==> config.mk <==
export PLATFORM = sky130hd
export DESIGN_NAME = microwave_timer
export DESIGN_NICKNAME = d
export VERILOG_FILES = /design/src/rtl/microwave_timer.sv
export SDC_FILE = /design/constraint.sdc
export NUM_CORES = 1
export LEC_CHECK = 0
export BUFFER_PORTS_ARGS = -buffer_cell sky130_fd_sc_hd__buf_2
export CORE_ASPECT_RATIO = 1.4
export CORE_MARGIN = 8
export CORE_UTILIZATION = 52
export CTS_CLUSTER_SIZE = 12
export DETAILED_ROUTE_END_ITERATION = 10
export HOLD_SLACK_MARGIN = 0.1
export PLACE_DENSITY = 0.74
export SYNTH_ARGS = -nofsm -noshare
export SYNTH_HDL_FRONTEND = slang
export SYNTH_SLANG_ARGS = --single-unit
export TNS_END_PERCENT = 1
==> constraint.sdc <==
create_clock -name clk -period 3.7 [get_ports clk]
set_input_delay 0.185 -clock clk [delete_from_list [all_inputs] [get_ports clk]]
set_output_delay 0.185 -clock clk [all_outputs]
set_load 0.01 [all_outputs]
==> src/rtl/microwave_timer.sv <==
// Microwave oven controller: door/cook/pause/ring FSM with countdown timer, power duty-cycling and timed bell.
// Optional child lock (adds `lock` port, masks start/add/load) is enabled by defining MW_CHILD_LOCK_EN.
module microwave_timer #(
  parameter int TIME_W     = 10,
  parameter int PWR_W      = 3,
  parameter int ADD_STEP   = 30,
  parameter int BELL_TICKS = 3
) (
  input  logic              clk,
  input  logic              nrst,
  input  logic              door,
  input  logic              start,
  input  logic              cancel,
  input  logic              add,
  input  logic              load,
  input  logic [TIME_W-1:0] time_in,
  input  logic [PWR_W-1:0]  power,
  input  logic              sec_tick,
`ifdef MW_CHILD_LOCK_EN
  input  logic              lock,
`endif
  output logic              heat,
  output logic              light,
  output logic              bell,
  output logic              busy,
  output logic [TIME_W-1:0] remaining
);

  localparam int BW = $clog2(BELL_TICKS + 1);
  localparam logic [TIME_W:0] MAXV = {1'b0, {TIME_W{1'b1}}};
  localparam logic [TIME_W:0] STEP = (TIME_W+1)'(ADD_STEP);
  localparam logic [TIME_W:0] ONE  = (TIME_W+1)'(1);

  typedef enum logic [2:0] {S_IDLE, S_OPEN, S_COOK, S_PAUSE, S_RING} state_t;

  state_t            r_state;
  state_t            w_nxt;
  logic [TIME_W-1:0] r_rem;
  logic [TIME_W-1:0] w_rem;
  logic [PWR_W-1:0]  r_duty;
  logic [BW-1:0]     r_bcnt;
  logic              r_light;
  logic              r_bell;
  logic              r_busy;
  logic              w_lock;
  logic              w_start;
  logic              w_add;
  logic              w_load;
  logic [TIME_W:0]   w_dec;
  logic [TIME_W-1:0] w_add_rem;
  logic [TIME_W-1:0] w_cook_rem;
  logic [TIME_W-1:0] w_quick;

  function automatic logic [TIME_W-1:0] sat(input logic [TIME_W:0] v);
    return (v > MAXV) ? MAXV[TIME_W-1:0] : v[TIME_W-1:0];
  endfunction

`ifdef MW_CHILD_LOCK_EN
  assign w_lock = lock;
`else
  assign w_lock = 1'b0;
`endif

  assign w_start    = start & ~w_lock;
  assign w_add      = add & ~w_lock;
  assign w_load     = load & ~w_lock;
  assign w_dec      = (sec_tick && r_rem != '0) ? {1'b0, r_rem} - ONE : {1'b0, r_rem};
  assign w_cook_rem = sat(w_add ? w_dec + STEP : w_dec);
  assign w_add_rem  = sat({1'b0, r_rem} + STEP);
  assign w_quick    = sat(STEP);

  always_comb begin
    w_nxt = r_state;
    w_rem = r_rem;
    case (r_state)
      S_IDLE: begin
        if (door)             w_nxt = S_OPEN;
        else if (cancel)      w_rem = '0;
        else if (w_load)      w_rem = time_in;
        else if (w_add)       w_rem = w_add_rem;
        else if (w_start) begin
          w_nxt = S_COOK;
          if (r_rem == '0)    w_rem = w_quick;
        end
      end
      S_OPEN: begin
        if (cancel)           w_rem = '0;
        else if (w_load)      w_rem = time_in;
        else if (w_add)       w_rem = w_add_rem;
        if (!door)            w_nxt = S_IDLE;
      end
      S_COOK: begin
        if (cancel) begin
          w_rem = '0;
          w_nxt = door ? S_OPEN : S_IDLE;
        end else if (door) begin
          w_nxt = S_PAUSE;
        end else begin
          w_rem = w_cook_rem;
          // A tick that empties the timer rings on the same edge
          if (sec_tick && w_cook_rem == '0) w_nxt = S_RING;
        end
      end
      S_PAUSE: begin
        if (cancel) begin
          w_rem = '0;
          w_nxt = door ? S_OPEN : S_IDLE;
        end else if (!door && w_start) begin
          w_nxt = S_COOK;
        end
      end
      S_RING: begin
        if (door)                                           w_nxt = S_OPEN;
        else if (sec_tick && r_bcnt == BW'(BELL_TICKS - 1)) w_nxt = S_IDLE;
      end
      default: w_nxt = S_IDLE;
    endcase
  end

  always_ff @(posedge clk or negedge nrst) begin
    if (!nrst) begin
      r_state <= S_IDLE;
      r_rem   <= '0;
      r_duty  <= '0;
      r_bcnt  <= '0;
      r_light <= 1'b0;
      r_bell  <= 1'b0;
      r_busy  <= 1'b0;
    end else begin
      r_state <= w_nxt;
      r_rem   <= w_rem;
      r_duty  <= (w_nxt == S_COOK && r_state == S_COOK) ? r_duty + 1'b1 : '0;
      if (r_state != S_RING) r_bcnt <= '0;
      else if (sec_tick)     r_bcnt <= r_bcnt + 1'b1;
      r_light <= (w_nxt == S_OPEN) || (w_nxt == S_COOK) || (w_nxt == S_PAUSE);
      r_bell  <= (w_nxt == S_RING);
      r_busy  <= (w_nxt == S_COOK) || (w_nxt == S_PAUSE);
    end
  end

  // Heat follows live power; the state term drops it with asynchronous reset
  assign heat      = (r_state == S_COOK) && ((&power) || (r_duty < power));
  assign light     = r_light;
  assign bell      = r_bell;
  assign busy      = r_busy;
  assign remaining = r_rem;

endmodule

==> impl_metrics.py <==
metrics = {
    "outcome": {
        "outcome": "finished clean",
    },
    "worst_setup_path": {
        "worstSetupStartpointType": "flop",
        "slowest_stage": "dfrtp_1",
        "slowest_delay_ns": 0.53,
        "crit_type": "reg2reg",
        "cp.depth": 10,
        "cp.arrival_ns": 3.47,
        "crit_family": "simple AND/OR/NAND/NOR gates",
        "cp_max_fo": 9,
        "r2r_cells": 10,
        "critPathRequiredTime_ns": 3.86,
        "path_cells": "inv_1, ha_1, and2_4, or3_4, o41ai_4, and2_4, nor3b_4, mux2i_1, nor3_4, o31ai_1",
        "critPathCaptureType": "flop",
        "cp.buffers_inverters": 1,
        "cpMostUsedCell": "and2_4",
    },
    "power_and_ir_drop": {
        "leakagePower_uw": 0.00114,
        "power_density_nw_per_um2": 403,
        "vdd_ir_drop_max_uv": 240,
    },
    "placement": {
        "port_buffers": 34,
        "dp_hpwl_um": 5100,
        "gp_congestion": 0.961,
    },
    "cts": {
        "clkLatencyLatePin_ns": 0.26,
        "cts_buffers": 3,
        "path_clk_slew_ns": 0.08,
        "cts_tree": "built",
        "cts-root-buf": "clkbuf_8",
        "clkSinkCount": 21,
        "htreeDepth": 1,
        "clockBufferDepth": 2,
    },
    "synth": {
        "synth_area_leader_cell": "dfrtp_1",
        "seq_area_frac_synth_pct": 23.0,
        "avgSynthCellArea_um2": 8.20,
        "ys.flop_type": "dfrtp_1",
        "synth_nets": 309,
        "synthesis.area_um2": 2290,
        "synth.most_common_cell": "nand2_1",
        "async_flop_share_pct": 100,
        "ys_ff_latch": 21,
        "synth.top_cell.area_share_pct": 23.0,
        "synth.distinct_cells": 65,
        "yosys_warnings": 0,
        "synth_edf_count": 0,
        "synth_area_leaders": "dfrtp_1 (23%), a21oi_1 (5.0%), ha_1 (4.9%)",
        "postSynthCellCount": 279,
        "netlist_top_cells_count": "nand2_1 (28), a21oi_1 (23), dfrtp_1 (21)",
    },
    "finish": {
        "final_util_pct": 59.7,
        "drive_above_1_share_pct": 23.8,
        "synthToLayoutAreaGrowth_pct": 10.6,
        "fillers": 430,
        "n_antenna_cell": 0,
        "final_nets": 338,
    },
    "timing": {
        "fin_crit_sh_pct": 89.3,
        "timing.fmax_ghz": 0.302,
        "worstMarginPinSlew_ns": 0.601,
        "skew_ns": 0.00323,
        "finalSetupTns_ns": 0,
        "period_needed_ns": 3.31,
        "maxSlewHeadroom_pct": 59.8,
        "maxSlewViolCount": 0,
        "grt_setup_unrepaired": "false",
        "setup_viol": 0,
        "final_hold_viol_count": 0,
    },
    "grt": {
        "grt_pass1_wl_um": 10600,
        "gr-total-overflow": 0,
        "use_met1_pct": 21.3,
        "met3_usage_pct": 2.86,
        "grt_util_met2_pct": 34.1,
        "grt_usage_pct": 19.3,
        "busiest_layer": "met2",
        "grt_pass1_vias": 2252,
        "grt_max_degree": 22,
        "grt_antenna_before_repair": 0,
    },
    "die": {
        "die_w_um": 72.1,
        "row_count": 28,
        "start_util_pct": 54.0,
        "coreArea_um2": 4240,
        "fp.dieH_um": 94.5,
        "top_level_ports": 35,
        "die-area_um2": 6810,
    },
    "job": {
        "cap_violations": 0,
    },
    "drt": {
        "viasPerCell": 6.02,
        "final_antenna_net_count": 0,
        "first_pass_iters": 4,
        "drc": 0,
        "wl_per_cell_um": 17.5,
        "drt_iter0_drc": 149,
        "finalWirelength_um": 6410,
        "num_vias": 2209,
    },
    "worst_hold_path": {
        "hold_path_depth": 2,
        "min_path_type": "in2reg",
    },
}
cell type report:
type | instances | area (um^2) | share of cell area, %
Multi-Input combinational cell | 222 | 1590 | 62.9
Sequential cell | 21 | 526 | 20.8
Timing Repair Buffer | 40 | 218 | 8.61
Inverter | 20 | 75.1 | 2.97
Tap cell | 60 | 75.1 | 2.97
Clock buffer | 3 | 41.3 | 1.63
Clock inverter | 1 | 5.00 | 0.198
routing by layer:
| metal | vias up | wire length [um] |
|---|---|---|
| li1 | 1079 | - |
| met1 | 1028 | 2450 |
| met2 | 73 | 3270 |
| met3 | 29 | 368 |
| met4 | 0 | 326 |
| met5 | - | 0 |
worst reg2reg max path: stages (launching register included):
cell and delay, ns:
dfrtp_1 0.53, inv_1 0.15, ha_1 0.22, and2_4 0.15, or3_4 0.40, o41ai_4 0.38, and2_4 0.22, nor3b_4 0.23
mux2i_1 0.52, nor3_4 0.13, o31ai_1 0.28
where the power goes:
part           switching, uW  total (uW)  internal, uW
Combinational            352         578           226
Sequential              39.0         289           250
Clock                   76.1         151          75.1
flip-flops by register name, indices dropped and copies added (netlist names):
signal	count
r_duty	3
r_state	3
r_bcnt	2
busy	1
light	1
bell	1
remaining	10
worst paths after layout:
path	slack, ns	startpoint	endpoint
max in group asynchronous	2.96	nrst	remaining[5]$_DFFE_PN0P_
min in group asynchronous	0.41	nrst	remaining[3]$_DFFE_PN0P_
max	0.39	remaining[2]$_DFFE_PN0P_	busy$_DFF_PN0_
max reg2reg	0.39	remaining[2]$_DFFE_PN0P_	busy$_DFF_PN0_
min	0.23	cancel	light$_DFF_PN0_
min reg2reg	0.47	r_duty[0]$_DFF_PN0_	r_duty[0]$_DFF_PN0_
placed cells by master, fill, tap and decap left out, drive strengths merged, types with 3 or more instances in the layout:
cell and count:
a21o 4, a21oi 23, a221oi 4, a2bb2oi 3, a31o 3, a31oi 7
and2 5, and3 5, buf 39, clkbuf 3, dfrtp 21, ha 9
inv 20, mux2i 6, nand2 29, nand2b 5, nand3 5, nand4 3
nor2 18, nor3 10, nor3b 4, nor4 4, o21ai 19, o221ai 3
o22ai 3, o31ai 7, or3 3, xnor2 10, xor2 6
repair_timing:
| item | 4_1_cts | 5_1_grt |
|---|---|---|
| endpoints found under the setup margin | 0 | 8 |
| hold buffers | 1 | 0 |
| setup buffers | 0 | 0 |
| endpoints found under the hold margin | 21 | 0 |
| gates resized for setup | 0 | 4 |
per-stage QoR:
stage               std cells  setup slack (ns)  area, um^2  hold WS [ns]  total power [uW]
floorplan                 279             0.535        2290        -0.111               721
global placement          362             0.362        2450         0.169               847
detailed placement        362             0.292        2450         0.176               851
CTS                       367             0.271        2510         0.227              1000
global route              367            0.0405        2530         0.240              1090
finish                    367             0.394        2530         0.227              1020
logic make-up (layout without fill, tap and decap cells):
group           Yosys count  count (layout)  synth area share (%)
simple gates             97              97                  25.5
compound gates           93              93                  28.7
buf+inv                  36              64                  8.58
flops                    21              21                  23.0
xor+xnor                 16              16                  6.12
fa+ha+maj                 9               9                  4.92
mux                       7               7                  3.28
(Power assumes the default switching activity.)
